$ cat config.mk
export PLATFORM = sky130hd
export DESIGN_NAME = mem_access_ctrl_flat
export DESIGN_NICKNAME = d
export VERILOG_FILES = /design/src/rtl/mem_access_ctrl_if.sv /design/src/rtl/mem_access_ctrl.sv /design/src/flat_wrapper.sv
export SDC_FILE = /design/constraint.sdc
export NUM_CORES = 1
export LEC_CHECK = 0
export ABC_AREA = 1
export BUFFER_PORTS_ARGS = -buffer_cell sky130_fd_sc_hd__buf_4
export CORE_ASPECT_RATIO = 1.25
export CORE_MARGIN = 4
export CORE_UTILIZATION = 58
export CTS_BUF_LIST = sky130_fd_sc_hd__clkbuf_8
export DETAILED_ROUTE_END_ITERATION = 16
export HOLD_SLACK_MARGIN = 0.12
export PLACE_DENSITY = 0.88
export SETUP_SLACK_MARGIN = 0.4
export SKIP_LAST_GASP = 1
export SYNTH_ARGS = -nofsm -noshare
export SYNTH_HDL_FRONTEND = slang
export SYNTH_SLANG_ARGS = --single-unit
export TNS_END_PERCENT = 5
$ cat constraint.sdc
create_clock -name clk -period 11.75 [get_ports clk]
set_input_delay 1.175 -clock clk [delete_from_list [all_inputs] [get_ports clk]]
set_output_delay 1.175 -clock clk [all_outputs]
set_load 0.02 [all_outputs]
$ cat src/rtl/mem_access_ctrl_if.sv
// Request/response and data-memory signals of the MEM-stage load/store controller.
// slave: the controller's view. master: the pipeline-plus-memory view.
interface mem_access_ctrl_if;
  logic        req_valid;
  logic        req_ready;
  logic        req_load;
  logic        req_store;
  logic [1:0]  req_size;
  logic        req_signed;
  logic [31:0] req_addr;
  logic [31:0] req_wdata;
  logic        resp_valid;
  logic [31:0] resp_rdata;
  logic        resp_err;
  logic        MemRead;
  logic        MemWrite;
  logic [31:0] RWAddress;
  logic [31:0] DataIn;
  logic [31:0] DataOut;

  modport slave (
    input  req_valid, req_load, req_store, req_size, req_signed, req_addr, req_wdata, DataOut,
    output req_ready, resp_valid, resp_rdata, resp_err, MemRead, MemWrite, RWAddress, DataIn
  );

  modport master (
    output req_valid, req_load, req_store, req_size, req_signed, req_addr, req_wdata, DataOut,
    input  req_ready, resp_valid, resp_rdata, resp_err, MemRead, MemWrite, RWAddress, DataIn
  );
endinterface

$ cat src/rtl/mem_access_ctrl.sv
// MEM-stage load/store initiator: aligned byte/half/word accesses, sub-word stores by read-modify-write.
// Define MEM_ACCESS_STATS_EN to add saturating load/store/error counters (stat_loads/stat_stores/stat_errs).
module mem_access_ctrl #(
  parameter int WORDS = 14
) (
  input  logic              clk,
  input  logic              rst_n,
  mem_access_ctrl_if.slave  bus
`ifdef MEM_ACCESS_STATS_EN
  ,
  output logic [15:0]       stat_loads,
  output logic [15:0]       stat_stores,
  output logic [15:0]       stat_errs
`endif
);

  localparam logic [31:0] ADDR_LIMIT = 32'(WORDS * 4);

  typedef enum logic [2:0] {S_IDLE, S_LD, S_RMW_RD, S_RMW_WR, S_WR, S_ERR, S_RESP} state_e;

  state_e      state_q, state_d;
  logic [31:0] addr_q, addr_d;
  logic [31:0] wdata_q, wdata_d;
  logic [31:0] word_q, word_d;
  logic [1:0]  size_q, size_d;
  logic        signed_q, signed_d;
  logic        load_q, load_d;
  logic [31:0] rdata_q, rdata_d;
  logic        err_q, err_d;

  function automatic logic access_err(input logic ld, input logic st, input logic [1:0] size,
                                      input logic [31:0] addr);
    access_err = (ld == st) || (size == 2'b11) ||
                 (size == 2'b01 && addr[0]) ||
                 (size == 2'b10 && addr[1:0] != 2'b00) ||
                 (addr >= ADDR_LIMIT);
  endfunction

  function automatic logic [31:0] extend_load(input logic [31:0] w, input logic [1:0] size,
                                              input logic [1:0] lane, input logic sgn);
    logic [7:0]  b;
    logic [15:0] h;
    b = w[{lane, 3'b000} +: 8];
    h = lane[1] ? w[31:16] : w[15:0];
    case (size)
      2'b00:   extend_load = {{24{sgn & b[7]}}, b};
      2'b01:   extend_load = {{16{sgn & h[15]}}, h};
      default: extend_load = w;
    endcase
  endfunction

  // Only the addressed lanes of the old word are replaced.
  function automatic logic [31:0] merge_store(input logic [31:0] w, input logic [31:0] wd,
                                              input logic [1:0] size, input logic [1:0] lane);
    merge_store = w;
    if (size == 2'b00) begin
      merge_store[{lane, 3'b000} +: 8] = wd[7:0];
    end else if (lane[1]) begin
      merge_store[31:16] = wd[15:0];
    end else begin
      merge_store[15:0] = wd[15:0];
    end
  endfunction

  always_comb begin
    state_d        = state_q;
    addr_d         = addr_q;
    wdata_d        = wdata_q;
    word_d         = word_q;
    size_d         = size_q;
    signed_d       = signed_q;
    load_d         = load_q;
    rdata_d        = rdata_q;
    err_d          = err_q;
    bus.req_ready  = 1'b0;
    bus.resp_valid = 1'b0;
    bus.MemRead    = 1'b0;
    bus.MemWrite   = 1'b0;
    bus.RWAddress  = 32'h0;
    bus.DataIn     = 32'h0;
    case (state_q)
      S_IDLE: begin
        bus.req_ready = 1'b1;
        if (bus.req_valid) begin
          addr_d   = bus.req_addr;
          wdata_d  = bus.req_wdata;
          size_d   = bus.req_size;
          signed_d = bus.req_signed;
          load_d   = bus.req_load;
          if (access_err(bus.req_load, bus.req_store, bus.req_size, bus.req_addr)) begin
            state_d = S_ERR;
          end else if (bus.req_load) begin
            state_d = S_LD;
          end else if (bus.req_size == 2'b10) begin
            state_d = S_WR;
          end else begin
            state_d = S_RMW_RD;
          end
        end
      end
      S_LD: begin
        bus.MemRead   = 1'b1;
        bus.RWAddress = {addr_q[31:2], 2'b00};
        rdata_d       = extend_load(bus.DataOut, size_q, addr_q[1:0], signed_q);
        err_d         = 1'b0;
        state_d       = S_RESP;
      end
      S_RMW_RD: begin
        bus.MemRead   = 1'b1;
        bus.RWAddress = {addr_q[31:2], 2'b00};
        word_d        = bus.DataOut;
        state_d       = S_RMW_WR;
      end
      S_RMW_WR: begin
        bus.MemWrite  = 1'b1;
        bus.RWAddress = {addr_q[31:2], 2'b00};
        bus.DataIn    = merge_store(word_q, wdata_q, size_q, addr_q[1:0]);
        rdata_d       = 32'h0;
        err_d         = 1'b0;
        state_d       = S_RESP;
      end
      S_WR: begin
        bus.MemWrite  = 1'b1;
        bus.RWAddress = {addr_q[31:2], 2'b00};
        bus.DataIn    = wdata_q;
        rdata_d       = 32'h0;
        err_d         = 1'b0;
        state_d       = S_RESP;
      end
      S_ERR: begin
        rdata_d = 32'h0;
        err_d   = 1'b1;
        state_d = S_RESP;
      end
      S_RESP: begin
        bus.resp_valid = 1'b1;
        state_d        = S_IDLE;
      end
      default: state_d = S_IDLE;
    endcase
  end

  assign bus.resp_rdata = rdata_q;
  assign bus.resp_err   = err_q;

  always_ff @(posedge clk or negedge rst_n) begin
    if (!rst_n) begin
      state_q <= S_IDLE;
      rdata_q <= 32'h0;
      err_q   <= 1'b0;
    end else begin
      state_q <= state_d;
      rdata_q <= rdata_d;
      err_q   <= err_d;
    end
  end

  // Request fields and the RMW capture word are only meaningful once a request is accepted.
  always_ff @(posedge clk) begin
    addr_q   <= addr_d;
    wdata_q  <= wdata_d;
    word_q   <= word_d;
    size_q   <= size_d;
    signed_q <= signed_d;
    load_q   <= load_d;
  end

`ifdef MEM_ACCESS_STATS_EN
  function automatic logic [15:0] sat_inc(input logic [15:0] c);
    sat_inc = (c == 16'hFFFF) ? c : c + 16'd1;
  endfunction

  always_ff @(posedge clk or negedge rst_n) begin
    if (!rst_n) begin
      stat_loads  <= 16'h0;
      stat_stores <= 16'h0;
      stat_errs   <= 16'h0;
    end else if (state_q == S_RESP) begin
      if (err_q) begin
        stat_errs <= sat_inc(stat_errs);
      end else if (load_q) begin
        stat_loads <= sat_inc(stat_loads);
      end else begin
        stat_stores <= sat_inc(stat_stores);
      end
    end
  end
`endif

endmodule
$ cat src/flat_wrapper.sv
// flat-port wrapper written by rule: the top's interface ports become plain ports
module mem_access_ctrl_flat 
#(
  parameter int WORDS = 14
)
  (clk, rst_n, bus_req_valid, bus_req_load, bus_req_store, bus_req_size, bus_req_signed, bus_req_addr, bus_req_wdata, bus_DataOut, bus_req_ready, bus_resp_valid, bus_resp_rdata, bus_resp_err, bus_MemRead, bus_MemWrite, bus_RWAddress, bus_DataIn);
  mem_access_ctrl_if bus_i ();
  input  logic clk;
  input  logic rst_n;
  input wire logic [$bits(bus_i.req_valid)-1:0] bus_req_valid;
  input wire logic [$bits(bus_i.req_load)-1:0] bus_req_load;
  input wire logic [$bits(bus_i.req_store)-1:0] bus_req_store;
  input wire logic [$bits(bus_i.req_size)-1:0] bus_req_size;
  input wire logic [$bits(bus_i.req_signed)-1:0] bus_req_signed;
  input wire logic [$bits(bus_i.req_addr)-1:0] bus_req_addr;
  input wire logic [$bits(bus_i.req_wdata)-1:0] bus_req_wdata;
  input wire logic [$bits(bus_i.DataOut)-1:0] bus_DataOut;
  output wire logic [$bits(bus_i.req_ready)-1:0] bus_req_ready;
  output wire logic [$bits(bus_i.resp_valid)-1:0] bus_resp_valid;
  output wire logic [$bits(bus_i.resp_rdata)-1:0] bus_resp_rdata;
  output wire logic [$bits(bus_i.resp_err)-1:0] bus_resp_err;
  output wire logic [$bits(bus_i.MemRead)-1:0] bus_MemRead;
  output wire logic [$bits(bus_i.MemWrite)-1:0] bus_MemWrite;
  output wire logic [$bits(bus_i.RWAddress)-1:0] bus_RWAddress;
  output wire logic [$bits(bus_i.DataIn)-1:0] bus_DataIn;
  assign bus_i.req_valid = bus_req_valid;
  assign bus_i.req_load = bus_req_load;
  assign bus_i.req_store = bus_req_store;
  assign bus_i.req_size = bus_req_size;
  assign bus_i.req_signed = bus_req_signed;
  assign bus_i.req_addr = bus_req_addr;
  assign bus_i.req_wdata = bus_req_wdata;
  assign bus_i.DataOut = bus_DataOut;
  assign bus_req_ready = bus_i.req_ready;
  assign bus_resp_valid = bus_i.resp_valid;
  assign bus_resp_rdata = bus_i.resp_rdata;
  assign bus_resp_err = bus_i.resp_err;
  assign bus_MemRead = bus_i.MemRead;
  assign bus_MemWrite = bus_i.MemWrite;
  assign bus_RWAddress = bus_i.RWAddress;
  assign bus_DataIn = bus_i.DataIn;
  mem_access_ctrl #(.WORDS(WORDS)) u_core (.clk(clk), .rst_n(rst_n), .bus(bus_i));
endmodule
After elaboration in Yosys (flattened, before gate mapping) --
Cells that the tools add are included.
Operators by class: $lt $le $gt $ge 1, muxes and demuxes 19, multiply operators 0, eq/ne operators 12, reductions and logical operators 18, shift operators 3, divide/modulo/power cells 0, bitwise logic cells 2, add/sub/neg operators 1
Operator list (number):
- $pmux W32 S2 | 3
- $mux W32 | 2
- $mux W16 | 3
- $bwmux W32 | 1
- $ge A32 B6 Y1 const B | 1
- $shift A8 B7 Y32 const A | 1
- $shiftx A32 B6 Y8 | 1
- $shiftx A8 B7 Y32 | 1
- $mux W3 | 4
- $eq A3 B3 Y1 const B | 3
- $pmux W3 S3 | 1
- $reduce_or A4 Y1 | 2
- $neg A5 Y7 | 1
- $eq A3 B2 Y1 const B | 2
- $reduce_bool A2 Y1 | 3
- $reduce_or A3 Y1 | 2
- $eq A2 B1 Y1 const B | 2
- $eq A2 B2 Y1 const B | 2
- $logic_or A1 B1 Y1 | 4
- $mux W1 | 4
- $reduce_or A2 Y1 | 2
- $eq A3 B1 Y1 const B | 1
- $logic_not A3 Y1 | 1
- $and A1 B1 Y1 | 2
- 6 further kinds | 7
Storage, ports and cells: memories 0, bits in latches 0, bits in registers 135, word-level logic and storage cells 64, bits in read-only memories 0, RAM bits 0, output and inout bits 101, input port bits 104

Longest topological paths before layout --
depth after elaboration 8, gate-level depth with buffers 11, gate-level depth less buffers 9

Least setup slack after synthesis --
No wires, ideal clock.
path kind input port to flip-flop, from input bus_req_valid, to register u_core.addr_q[0] (enable), buffers on the path 0, arrival 3.992 ns, setup time 0.492 ns, cell stages on the path 2, required time 11.258 ns, slack 7.265 ns, cell sequence inv_1 > nor2_1
On the way: cells in the longest elaborated chain, start to end 1
Ends and longest elaborated chain:
- start: declaration | line flat_wrapper.sv:10 | input wire logic [$bits(bus_i.req_valid)-1:0] bus_req_valid;
- $reduce_and A2 Y1 (no line)
- end signal: assignment | line mem_access_ctrl.sv:160 | addr_q <= addr_d;
- end: declaration | line mem_access_ctrl.sv:22 | logic [31:0] addr_q, addr_d;
No other way between the ends. A chain may end at the register's enable or synchronous reset.

Worst setup path in the final report --
from register u_core.addr_q[1], to output bus_DataIn[11]
On the way: cells in the longest elaborated chain, start to end 5, elaborated cells on any way between the ends 7, classes of those cells 1 x add/sub; 2 x shift; 4 x mux
Ends and longest elaborated chain:
- $neg A5 Y7 | line mem_access_ctrl.sv:57 | merge_store[{lane, 3'b000} +: 8] = wd[7:0];
- $shiftx A8 B7 Y32 / $shift A8 B7 Y32 (equally long branches) | line mem_access_ctrl.sv:57
- $bwmux W32 | line mem_access_ctrl.sv:57
- $mux W32 * | line mem_access_ctrl.sv:56 | if (size == 2'b00) begin
- $pmux W32 S2 * | line mem_access_ctrl.sv:81 | case (state_q)
- end: declaration | line flat_wrapper.sv:25 | output wire logic [$bits(bus_i.DataIn)-1:0] bus_DataIn;
Every way passes the cells marked *; elsewhere a longest branch is shown, timed or not.

==> impl_metrics.csv <==
group,metric,value,unit
clocking,cts_root_buf,"clkbuf_8",
yosys,synth_top_area_frac,0.425,
job,cap_violations,0,
clocking,ctsResizeCount,0,
power,peakVddDrop,153,uV
min_path,hold_class,"flop to flop",
global_routing,antenna_found_initial,0,
power,seqPwrFrac,0.372,
timing,period_needed,4.40,ns
timing,max_freq,227,MHz
die,fp.dieH,131,microns
yosys,syn-cell-area,0.00700,sq mm
yosys,ys_seq_elements,135,
power,p_int,1.10,mW
power,power.leakage,4.10,nW
power,power_density,210,mW/mm^2
yosys,ys_async_sr_fraction,0.267,
timing,relSlewSlack,0.221,
yosys,synthTopCellsByArea,"edfxtp_1 (42%), dfrtp_1 (13%), nand2_1 (8.3%)",
yosys,synth_flop_cell,"edfxtp_1",
worst_setup_path,worstPathCellList,"buf_4, inv_4, ha_1, inv_1, nand3_1, o221ai_1, nand3_1, o21ai_1, buf_4",
placement,place_inst,1079,
power,power.total,1.86,mW
timing,period_share,0.374,
drt,num_vias,6322,
worst_setup_path,required,10.58,ns
placement,gp_congestion,0.929,
cells_and_area,antenna_cells,0,
power,power_frac_clock,0.191,
yosys,ys_seq_area_frac,0.554,
clocking,cts_sinks,135,
cells_and_area,syn_to_final_growth,26.7,%
timing,finalSetupViolations,0,
clocking,cts.path.max_buffers,2,
power,swShare,0.411,
yosys,yosysMostFrequentCell,"nand2_1",
die,io_pins,205,
worst_setup_path,critPathTopFamily,"buffers and inverters",
clocking,cts_tree,"yes",
yosys,yosysWarnings,0,
clocking,numCtsBuffers,17,
placement,io_buffers,202,
run_status,status,"finished, final reports clean",
timing,worst_slew_pin_slew,1.17,ns
clocking,path_clk_slew,0.07,ns
timing,final_max_slew_viol_count,0,
cells_and_area,final_cells,1110,
worst_setup_path,start_kind,"flop",
clocking,htree_levels,4,
drt,wl_per_cell,18.1,microns
global_routing,overflow,0,
timing,hold_viol_final,0,
drt,ant_nets,0,
die,rows,44,
timing,skew,0.00639,ns
worst_setup_path,crit_path_max_incr_delay,0.65,ns
global_routing,track_usage,0.288,
clocking,holdBufCountCts,0,
die,fp.dieW,106,microns
worst_setup_path,worstPathMaxFanout,90,
yosys,synth_edf_count,99,
yosys,netlist_top_cells_count,"nand2_1 (155), edfxtp_1 (99), inv_1 (87), nand3_1 (63), nor2_1 (62)",
power,combPwrFrac,0.437,
clocking,post_cts_buffers,0,
cells_and_area,drive_above_1_share,0.280,
die,start_util,0.597,
cells_and_area,nets,1046,
worst_setup_path,worstPathArrival,3.22,ns
global_routing,grt_pass1_vias,5877,
yosys,syn_area_per_cell,9.27,sq um
placement,hpwlAfterDp,14.3,mm
drt,first_pass_iters,6,
cells_and_area,final_core_util,0.756,
drt,wl,20.1,mm
drt,drc_errors,0,
yosys,netlist_instances,755,
drt,viasPerCell,5.70,
worst_setup_path,crit_path_end_kind,"output port",
yosys,synth_top_area_cell,"edfxtp_1",
die,die_area,0.0139,sq mm
global_routing,grt_pass1_wl,30.8,mm
clocking,clk_latency,0.45,ns
timing,finalSetupTns,0,ns
worst_setup_path,cpMaxStageDelayCell,"buf_4",
global_routing,grt_max_degree,91,
power,power_switching,765,uW
worst_setup_path,worstSetupPathType,"flop to output port",
worst_setup_path,critical_path_buf_inv_count,4,
yosys,ys_types,36,
timing,rsz0062_at_grt,"false",
drt,drt_iter0_markers,699,
die,core,0.0117,sq mm
registers in the layout, indices dropped and copies added, names as in the netlist:
register / count
u_core.bus.resp_err: 1
u_core.addr_q: 32
u_core.state_q: 3
u_core.size_q: 2
u_core.wdata_q: 32
u_core.bus.resp_rdata: 32
u_core.word_q: 32
u_core.signed_q: 1
layout make-up:
class / count / area, sq um
Sequential cell: 135 / 3870
Fill cell: 817 / 2860
Multi-Input combinational cell: 479 / 2500
Timing Repair Buffer: 206 / 1550
Inverter: 98 / 385
Clock buffer: 17 / 234
Tap cell: 161 / 201
Clock inverter: 14 / 118
kinds of logic after synthesis:
group,synth area share
AOI/OAI and AO/OA,0.163
adders and majority gates,0.00894
buffers and inverters,0.0908
DFF,0.554
other,0.000536
and+or+nand+nor,0.183
through the flow:
| step | area [sq um] | hold WS, ns | setup WS, ns |
|---|---|---|---|
| 6_report | 8860 | 0.482 | 7.35 |
| 5_1_grt | 8860 | 0.504 | 7.11 |
| 4_1_cts | 8860 | 0.486 | 7.48 |
| 3_5_place_dp | 8510 | 0.468 | 7.96 |
| 3_3_place_gp | 8510 | 0.466 | 8.05 |
| 2_1_floorplan | 7000 | 0.591 | 7.27 |
worst register-to-register path: cells and delay by family (launching register included):
family | cells | cell delay (ns)
flops | 1 | 0.73
buf+inv | 2 | 0.74
simple gates | 6 | 0.86
compound gates | 1 | 0.19
power groups by stage:
stage                     Sequential [mW]  Clock [mW]  Combinational, mW
after global placement              0.695           0              0.800
after CTS                           0.689       0.358              0.816
after floorplan                     0.730           0              0.444
after global routing                0.700       0.378              0.876
final                               0.692       0.355              0.813
after detailed placement            0.697           0              0.811
cells in the final DEF, fill, tap and decap left out, drive strengths merged:
master / count
buf: 206
nand2: 158
edfxtp: 99
inv: 99
nor2: 70
nand3: 65
o21ai: 61
a21oi: 51
dfrtp: 36
o221ai: 31
o211ai: 24
clkbuf: 17
clkinv: 8
a21boi: 7
ha: 5
clkinvlp: 3
conb: 2
bufinv: 2
a22o: 1
a221oi: 1
o21bai: 1
nand4: 1
and2: 1
worst paths after layout:
path                                                start                        end  slack, ns  cells after the start
worst max-delay path                     u_core.addr_q[1]             bus_DataIn[11]       7.35                      9
worst min-delay path            u_core.bus.resp_rdata[27]  u_core.bus.resp_rdata[27]       0.48                      2
worst max register to register           u_core.size_q[1]  u_core.bus.resp_rdata[24]       9.16                      9
worst min register to register  u_core.bus.resp_rdata[27]  u_core.bus.resp_rdata[27]       0.48                      2
max in group asynchronous                           rst_n        u_core.bus.resp_err      10.74                      1
min in group asynchronous                           rst_n   u_core.bus.resp_rdata[9]       0.67                      1
layer usage:
metal,GRT usage,up-vias,wire (microns)
li1,-,2956,-
met2,0.473,441,9950
met3,0.0776,62,2110
met1,0.360,2863,7310
met5,0,-,0
met4,0.127,0,697
No activity file was read; power rests on OpenSTA's default activity.
